### src/rtl/scr1_tapc_sync_mc.sv
// TAP-to-core synchroniser: samples TCK and TAP channel signals in the clk domain,
// filters TCK, and turns its edges into one-cycle strobes for the DMI/SCU channels.
module scr1_tapc_sync_mc #(
  parameter int SYNC_STAGES = 2,
  parameter int FILT_LEN    = 2,
  parameter int MIN_HALF    = 4,
  parameter int NUM_CH      = 2,
  parameter int CH_ID_W     = 2
) (
  input  logic               clk,
  input  logic               pwrup_rst_n,
  input  logic               tapc_tck,
  input  logic               tapc_trst_n,
  input  logic [NUM_CH-1:0]  tapc2tapcsync_ch_sel_i,
  input  logic [CH_ID_W-1:0] tapc2tapcsync_ch_id_i,
  input  logic               tapc2tapcsync_ch_capture_i,
  input  logic               tapc2tapcsync_ch_shift_i,
  input  logic               tapc2tapcsync_ch_update_i,
  input  logic               tapc2tapcsync_ch_tdi_i,
  output logic               tapcsync2tapc_ch_tdo_o,
  output logic [NUM_CH-1:0]  tapcsync2core_ch_sel_o,
  output logic [CH_ID_W-1:0] tapcsync2core_ch_id_o,
  output logic               tapcsync2core_ch_capture_o,
  output logic               tapcsync2core_ch_shift_o,
  output logic               tapcsync2core_ch_tdi_o,
  output logic               tapcsync2core_ch_update_o,
  input  logic               core2tapcsync_ch_tdo_i,
  output logic               tapcsync2core_tck_rise_o,
  output logic               tapcsync2core_tck_fall_o,
  output logic [1:0]         tapcsync_err_o
);

  localparam int DW     = NUM_CH + CH_ID_W + 6;
  localparam int FCNT_W = $clog2(FILT_LEN + 1);
  localparam int HCNT_W = $clog2(MIN_HALF + 1);
  localparam logic [FCNT_W-1:0] FILT_LAST = FCNT_W'(FILT_LEN - 1);
  localparam logic [HCNT_W-1:0] HCNT_MAX  = HCNT_W'(MIN_HALF);
  localparam logic [HCNT_W-1:0] HCNT_LIM  = HCNT_W'(MIN_HALF - 1);

  function automatic logic onehot0(input logic [NUM_CH-1:0] v);
    return (v & (v - NUM_CH'(1))) == '0;
  endfunction

  logic [DW-1:0]                  sync_in;
  logic [SYNC_STAGES-1:0][DW-1:0] sync_d, sync_q;
  logic [DW-1:0]                  sync_out;
  logic                           tck_s, trst_n_s, cap_s, shift_s, upd_s, tdi_s;
  logic [NUM_CH-1:0]              sel_s;
  logic [CH_ID_W-1:0]             id_s;

  logic               tck_f_d, tck_f_q, tck_fd_d, tck_fd_q;
  logic [FCNT_W-1:0]  fcnt_d, fcnt_q;
  logic [HCNT_W-1:0]  hcnt_d, hcnt_q;
  logic               flip;
  logic               rise_d, rise_q, fall_d, fall_q;
  logic               cap_d, cap_q, shift_d, shift_q, tdi_d, tdi_q, upd_d, upd_q, tdo_d, tdo_q;
  logic [NUM_CH-1:0]  sel_d, sel_q;
  logic [CH_ID_W-1:0] id_d, id_q;
  logic [1:0]         err_d, err_q;

  assign sync_in  = {tapc_tck, tapc_trst_n, tapc2tapcsync_ch_sel_i, tapc2tapcsync_ch_id_i,
                     tapc2tapcsync_ch_capture_i, tapc2tapcsync_ch_shift_i,
                     tapc2tapcsync_ch_update_i, tapc2tapcsync_ch_tdi_i};
  assign sync_out = sync_q[SYNC_STAGES-1];
  assign tck_s    = sync_out[DW-1];
  assign trst_n_s = sync_out[DW-2];
  assign sel_s    = sync_out[4+CH_ID_W +: NUM_CH];
  assign id_s     = sync_out[4 +: CH_ID_W];
  assign cap_s    = sync_out[3];
  assign shift_s  = sync_out[2];
  assign upd_s    = sync_out[1];
  assign tdi_s    = sync_out[0];

  always_comb begin
    sync_d    = sync_q;
    sync_d[0] = sync_in;
    for (int i = 1; i < SYNC_STAGES; i++) begin
      sync_d[i] = sync_q[i-1];
    end
  end

  always_comb begin
    tck_f_d  = tck_f_q;
    tck_fd_d = tck_f_q;
    fcnt_d   = fcnt_q;
    hcnt_d   = hcnt_q;
    flip     = 1'b0;
    rise_d   = 1'b0;
    fall_d   = 1'b0;
    cap_d    = 1'b0;
    shift_d  = 1'b0;
    tdi_d    = 1'b0;
    upd_d    = 1'b0;
    tdo_d    = tdo_q;
    sel_d    = sel_q;
    id_d     = id_q;
    err_d    = err_q;
    if (!trst_n_s) begin
      tck_f_d  = 1'b0;
      tck_fd_d = 1'b0;
      fcnt_d   = '0;
      hcnt_d   = HCNT_MAX;
      tdo_d    = 1'b0;
      sel_d    = '0;
      id_d     = '0;
      err_d    = 2'b00;
    end else begin
      // A level change is accepted only after FILT_LEN consecutive differing samples.
      if (tck_s != tck_f_q) begin
        if (fcnt_q == FILT_LAST) begin
          flip    = 1'b1;
          tck_f_d = tck_s;
          fcnt_d  = '0;
        end else begin
          fcnt_d  = fcnt_q + FCNT_W'(1);
        end
      end else begin
        fcnt_d = '0;
      end
      if (flip) begin
        hcnt_d = '0;
        if (hcnt_q < HCNT_LIM) begin
          err_d[0] = 1'b1;
        end else begin
          err_d[0] = err_q[0];
        end
      end else if (hcnt_q != HCNT_MAX) begin
        hcnt_d = hcnt_q + HCNT_W'(1);
      end else begin
        hcnt_d = hcnt_q;
      end
      rise_d = tck_f_q & ~tck_fd_q;
      fall_d = ~tck_f_q & tck_fd_q;
      if (rise_d) begin
        cap_d   = cap_s;
        shift_d = shift_s;
        tdi_d   = tdi_s;
        id_d    = id_s;
        if (onehot0(sel_s)) begin
          sel_d = sel_s;
        end else begin
          sel_d    = '0;
          err_d[1] = 1'b1;
        end
      end else begin
        sel_d = sel_q;
      end
      if (fall_d) begin
        upd_d = upd_s;
        tdo_d = core2tapcsync_ch_tdo_i;
      end else begin
        tdo_d = tdo_q;
      end
    end
  end

  // hcnt starts saturated so the first TCK edge after reset is never flagged as overrun.
  always_ff @(posedge clk or negedge pwrup_rst_n) begin
    if (!pwrup_rst_n) begin
      sync_q   <= '0;
      tck_f_q  <= 1'b0;
      tck_fd_q <= 1'b0;
      fcnt_q   <= '0;
      hcnt_q   <= HCNT_MAX;
      rise_q   <= 1'b0;
      fall_q   <= 1'b0;
      cap_q    <= 1'b0;
      shift_q  <= 1'b0;
      tdi_q    <= 1'b0;
      upd_q    <= 1'b0;
      tdo_q    <= 1'b0;
      sel_q    <= '0;
      id_q     <= '0;
      err_q    <= 2'b00;
    end else begin
      sync_q   <= sync_d;
      tck_f_q  <= tck_f_d;
      tck_fd_q <= tck_fd_d;
      fcnt_q   <= fcnt_d;
      hcnt_q   <= hcnt_d;
      rise_q   <= rise_d;
      fall_q   <= fall_d;
      cap_q    <= cap_d;
      shift_q  <= shift_d;
      tdi_q    <= tdi_d;
      upd_q    <= upd_d;
      tdo_q    <= tdo_d;
      sel_q    <= sel_d;
      id_q     <= id_d;
      err_q    <= err_d;
    end
  end

  assign tapcsync2tapc_ch_tdo_o     = tdo_q;
  assign tapcsync2core_ch_sel_o     = sel_q;
  assign tapcsync2core_ch_id_o      = id_q;
  assign tapcsync2core_ch_capture_o = cap_q;
  assign tapcsync2core_ch_shift_o   = shift_q;
  assign tapcsync2core_ch_tdi_o     = tdi_q;
  assign tapcsync2core_ch_update_o  = upd_q;
  assign tapcsync2core_tck_rise_o   = rise_q;
  assign tapcsync2core_tck_fall_o   = fall_q;
  assign tapcsync_err_o             = err_q;

endmodule

### config.mk
export PLATFORM = sky130hd
export DESIGN_NAME = scr1_tapc_sync_mc
export DESIGN_NICKNAME = d
export VERILOG_FILES = /design/src/rtl/scr1_tapc_sync_mc.sv
export SDC_FILE = /design/constraint.sdc
export NUM_CORES = 1
export LEC_CHECK = 0
export ABC_AREA = 1
export BUFFER_PORTS_ARGS = -buffer_cell sky130_fd_sc_hd__buf_2
export CAP_MARGIN = 40
export CELL_PAD_IN_SITES_DETAIL_PLACEMENT = 0
export CELL_PAD_IN_SITES_GLOBAL_PLACEMENT = 2
export CORE_MARGIN = 4
export CORE_UTILIZATION = 37
export CTS_CLUSTER_SIZE = 14
export DETAILED_ROUTE_END_ITERATION = 8
export HOLD_SLACK_MARGIN = 0.06
export PLACE_DENSITY = 0.9
export SYNTH_ARGS = -nofsm -noshare
export SYNTH_HDL_FRONTEND = slang
export SYNTH_SLANG_ARGS = --single-unit
### constraint.sdc
create_clock -name clk -period 2.2 [get_ports clk]
set_input_delay 0.11 -clock clk [delete_from_list [all_inputs] [get_ports clk]]
set_output_delay 0.11 -clock clk [all_outputs]
set_load 0.03 [all_outputs]
== Word level (Yosys, flattened, before mapping) ==
Index checks and enable logic that the tools add are counted.

* Flip-flop bits (word level): 40

* $add $sub $neg: 3
* Order comparisons: 1
* Equal/unequal tests: 11
* Muxes and demuxes: 35
* Bitwise gates (word level): 5
* Reductions and logical operators: 4

{| class="wikitable"
|+ Operator list
! cell !! number
|-
| 1-bit two-way mux || 23
|-
| 2-bit two-way mux || 9
|-
| 2-bit by 1-bit != test with 1-bit output, second input constant || 6
|-
| 3-bit two-way mux || 3
|-
| 2-bit AND reduction || 3
|-
| 3-bit by 1-bit adder with 3-bit output, second input constant || 1
|-
| 3-bit by 2-bit less-than comparator with 1-bit output, second input constant || 1
|-
| 3-bit by 1-bit != test with 1-bit output, second input constant || 1
|-
| 3-bit != test, second input constant || 1
|-
| 2-bit by 1-bit adder with 2-bit output, second input constant || 1
|-
| 1-bit AND || 2
|-
| 2-bit AND || 1
|-
| 2-bit by 1-bit equality test with 1-bit output, second input constant || 1
|-
| 2-bit logical NOT || 1
|-
| 2-bit != test, second input constant || 1
|-
| 1-bit inverter || 2
|-
| 2-bit by 1-bit subtractor with 2-bit output, second input constant || 1
|-
| 1-bit != test || 1
|}

== Longest topological paths before layout ==
* Word-level depth: 6
* Depth in mapped cells: 6

== Least setup slack after synthesis ==
No wires, ideal clock.

* Path kind: register to register
* Start: register hcnt_q[0]
* End: register hcnt_q[0]
* Library setup time: 0.120 ns
* Data arrival time: 0.877 ns
* Data required time: 2.080 ns
* Slack: 1.203 ns
* Cell stages (with the launch flop): 6
* Buffers on the path: 0
* Clock period less this slack: 0.997 ns
* Cell sequence: dfrtp_1 inv_1 ha_1 nand2_1 xor2_1 nor2_1

* Word-level cells in the longest chain between the ends: 4
* Elaborated cells on any way between the ends: 6

{| class="wikitable"
|+ RTL lines
! item !! RTL line !! text
|-
| start: declaration || 53 || <nowiki>logic [HCNT_W-1:0] hcnt_d, hcnt_q;</nowiki>
|-
| start signal: assignment || 180 || <nowiki>hcnt_q <= hcnt_d;</nowiki>
|-
| 3-bit by 1-bit adder with 3-bit output || 128 || <nowiki>hcnt_d = hcnt_q + HCNT_W'(1);</nowiki>
|-
| 3-bit two-way mux || 127 || <nowiki>end else if (hcnt_q != HCNT_MAX) begin</nowiki>
|-
| 3-bit two-way mux || 120 || <nowiki>if (flip) begin</nowiki>
|-
| 3-bit two-way mux || 98 || <nowiki>if (!trst_n_s) begin</nowiki>
|}

Several ways; a longest one is shown, not always the timed one. The select of a mux whose other input is x is not followed.
A chain may end at the register's enable or synchronous reset.

== Final worst setup path ==
* Start: register sync_q (netlist bit sync_out[8])
* End: register shift_q, in the netlist tapcsync2core_ch_shift_o

* Word-level cells in the longest chain between the ends: 1

{| class="wikitable"
|+ RTL lines
! item !! RTL line !! text
|-
| start: declaration || 45 || <nowiki>logic [SYNC_STAGES-1:0][DW-1:0] sync_d, sync_q;</nowiki>
|-
| start signal: assignment || 176 || <nowiki>sync_q <= sync_d;</nowiki>
|-
| 1-bit two-way mux || 98 ||
|-
| named net shift_d || 56 || <nowiki>logic cap_d, cap_q, shift_d, shift_q, tdi_d, tdi_q, upd_d, upd_q, tdo_d, tdo_q;</nowiki>
|-
| end signal: assignment || 184 || <nowiki>shift_q <= shift_d;</nowiki>
|-
| end: declaration || 56 ||
|}

The timed path passes the listed nets, and every way through them passes these cells.

==> results.toml <==
[yosys]
yosysSeqAreaShare_pct = 73.22
synthMuxAreaShare_pct = 0
syn_inst = 111
yosys_warnings = 0
synth.avg_cell_area_um2 = 12.33
synth_cell_type_count = 20
syn_area_um2 = 1369
synth_top_family_by_area = "simple AND/OR/NAND/NOR gates"
ys_ff_latch = 40
synthAdderAreaFrac_pct = 1.828
synth-compound-area-share_pct = 4.936
syn_nets = 126
synthSimpleGateAreaFrac_pct = 12.16
synth_xor_area_share_pct = 1.280

[final_layout]
stdcell_count = 201
antenna_cells = 0
seq_area_um2 = 1002
multi_input_area_um2 = 276.5
drive_gt1_share_pct = 31.61
fin_util_pct = 51.36
fillers = 315
syn2layout_area_growth_pct = 29.16
nNetsFinal = 169

[clocking]
ctsResizeCount = 0
cts_tree = "yes"
holdBufCountCts = 12
cts_sinks = 40
post-cts-setup-buffers = 0
clockBufferDepth = 2
insertion_delay_ps = 280
clk_pin_slew_worst_paths_ps = 70
htreeDepth = 2
cts_root_buffer = "clkbuf_8"
cts_buffers = 5

[floorplanning]
fp.dieArea_um2 = 4737
placementRows = 21
core_area_um2 = 3442
die_w_um = 68.83
dieHeight_um = 68.83
pin_count = 26
initial_utilization_pct = 39.77

[worst_setup_path]
critical_path_class = "reg -> reg"
crit_path_max_incr_delay_ps = 570
crit_path_end_kind = "register"
worstPathCellList = "nand2_2 -> nor2_4 -> inv_2 -> nor2_1"
r2r-start = "sync_out[8]$_DFF_PN0_"
crit_end = "tapcsync2core_ch_shift_o$_DFF_PN0_"
critical_path.top_delay_family = "flip-flops"
r2r_setup_slack_ps = 1040
rr_endpoint = "tapcsync2core_ch_shift_o$_DFF_PN0_"
cp-startpoint = "sync_out[8]$_DFF_PN0_"
r2r_cells = 4
path_max_fanout = 10
required_ps = 2410
crit_cells = 4
arrival_ps = 1370
crit_slowest_cell = "dfrtp_1"
crit_path_start_kind = "register"
worst-path-buf-inv = 1

[power_and_ir_drop]
sw_frac_of_total_pct = 22.87
p_clk_share_pct = 37.5
power_frac_comb_pct = 9.7
power_frac_seq_pct = 52.8
p_int_w = 0.001169
peakVddDrop_mv = 0.6048
p_switching_w = 0.0003466
p_per_area_nw_per_um2 = 857.2
p_leak_nw = 0.9035
power_w = 0.001516

[global_route]
grt_overflow_total = 0
grt_max_degree = 41
grt.busiest_layer = "met2"
grtUsageMet2_pct = 18.24
grt_pass1_wl_um = 3877
grt_use_met3_pct = 4.862
grt_usage_pct = 11.79
antenna_found_initial = 0
grt_pass1_vias = 897
grtUsageMet1_pct = 13.54

[run]
max_cap_viol_count = 0

[sta]
drv_slew = 0
rsz0062_at_grt = "no"
period_share_pct = 52.60
hold_viol = 0
tns_ps = 0
worstMarginPinSlew_ps = 828.4
clock.fmax_mhz = 864.1
fin_crit_ps = 1157
relSlewSlack_pct = 44.77
skew_ps = 3.575
setup_viol = 0

[placement]
gp_congestion = 0.6860
portBuffers = 25
dp_cells = 181
dp_hpwl_um = 1463

[run_status]
status = "complete, no violations"

[detailed_routing]
drtPass1Iterations = 4
post_drt_wl_per_cell_um = 10.44
drt_wl_total_um = 2098
postRouteAntennaNets = 0
drc = 0
drt-vias-per-instance = 4.249
drtIter0Drc = 6
vias = 854

[worst_hold_path]
min_path_type = "reg -> reg"
hp-start = "sync_d[19]$_DFF_PN0_"
-- cells in the mapped netlist --
cell,count,area (µm²)
nor3b_2,1,12.51
nand3_1,2,10.01
nand3_2,1,10.01
dfrtp_1,39,975.9
nor2_4,1,11.26
a21oi_2,1,8.760
inv_1,17,63.81
nor2_2,2,12.51
nor2_1,7,26.28
dfstp_2,1,26.28
o21ai_2,1,8.760
o21ai_0,1,5.000
nand2_1,14,52.55
o21ai_1,6,30.03
ha_1,2,25.02
a21oi_1,3,15.01
xor2_1,2,17.52
inv_2,4,15.01
nand2_2,5,31.28
buf_6,1,11.26
-- metrics by stage --
stage | instance area, µm² | setup WS, ps | hold WS [ps]
2_1_floorplan | 1369 | 1203 | -185.6
3_3_place_gp | 1540 | 1077 | 218.6
3_5_place_dp | 1540 | 1031 | 219.6
4_1_cts | 1768 | 1013 | 351.9
5_1_grt | 1768 | 936.4 | 355.9
6_report | 1768 | 1043 | 349.4
-- metal layers --
layer / part of all wire (%) / up-vias
met2: 50 / 24
met3: 5.5 / 5
met1: 43 / 407
met5: 0 / -
li1: - / 418
met4: 2.3 / 0
-- sequential cells by signal, summed over array words and instances, names as in the netlist --
signal	count
fcnt_q	2
hcnt_q	3
tapcsync2core_ch_id_o	2
tapcsync2core_ch_capture_o	1
tck_f_q	1
sync_out	10
tapcsync_err_o	2
tapcsync2core_ch_sel_o	2
tck_fd_q	1
tapcsync2core_ch_update_o	1
tapcsync2core_ch_shift_o	1
tapcsync2core_tck_rise_o	1
tapcsync2core_ch_tdi_o	1
sync_d	10
tapcsync2core_tck_fall_o	1
tapcsync2tapc_ch_tdo_o	1
-- layout make-up --
type,instances,share of cell area [%]
timing repair buffer,37,13.87
sequential,40,56.69
multi-input combinational,49,15.64
tap,46,3.255
clock buffer,6,4.105
inverter,21,4.459
clock inverter,2,1.982
-- power groups by stage --
stage / clock network, W / registers, W / logic (W)
floorplan: 0 / 0.000823 / 0.0000755
global placement: 0 / 0.000812 / 0.000127
detailed placement: 0 / 0.000815 / 0.000133
CTS: 0.000583 / 0.000800 / 0.000150
global route: 0.000631 / 0.000804 / 0.000168
finish: 0.000568 / 0.000800 / 0.000148
-- layout by cell type (no fill, tap or decap), types with 2 or more instances in the layout --
| cell | Yosys | layout |
|---|---|---|
| inv_1 | 17 | 17 |
| clkbuf_8 | 0 | 5 |
| nor2_1 | 7 | 7 |
| nand2_1 | 14 | 14 |
| ha_1 | 2 | 2 |
| nor2_2 | 2 | 2 |
| dlygate4sd3_1 | 0 | 12 |
| dfrtp_1 | 39 | 39 |
| nand3_1 | 2 | 2 |
| inv_2 | 4 | 4 |
| buf_2 | 0 | 25 |
| xor2_1 | 2 | 2 |
| o21ai_1 | 6 | 6 |
| a21oi_1 | 3 | 3 |
| nand2_2 | 5 | 5 |
-- worst min-delay path by stage --
| stage | depth (start not counted) | slack (ps) | endpoint |
|---|---|---|---|
| after floorplan | 0 | -190 | fcnt_q[0]$_DFF_PN0_ |
| after global placement | 1 | 220 | sync_d[17]$_DFF_PN0_ |
| after detailed placement | 1 | 220 | sync_d[18]$_DFF_PN0_ |
| after CTS | 0 | 350 | sync_out[9]$_DFF_PN0_ |
| after global routing | 0 | 360 | sync_out[0]$_DFF_PN0_ |
| final | 0 | 350 | sync_out[9]$_DFF_PN0_ |
-- cell families (layout without fill, tap and decap cells) --
kind of cell	count (synthesis)	after routing
simple gates	33	33
compound gates	12	12
xor+xnor	2	2
fa+ha+maj	2	2
flops	40	40
buf+inv	22	66
Note: power is estimated with default switching activity, not from simulation.
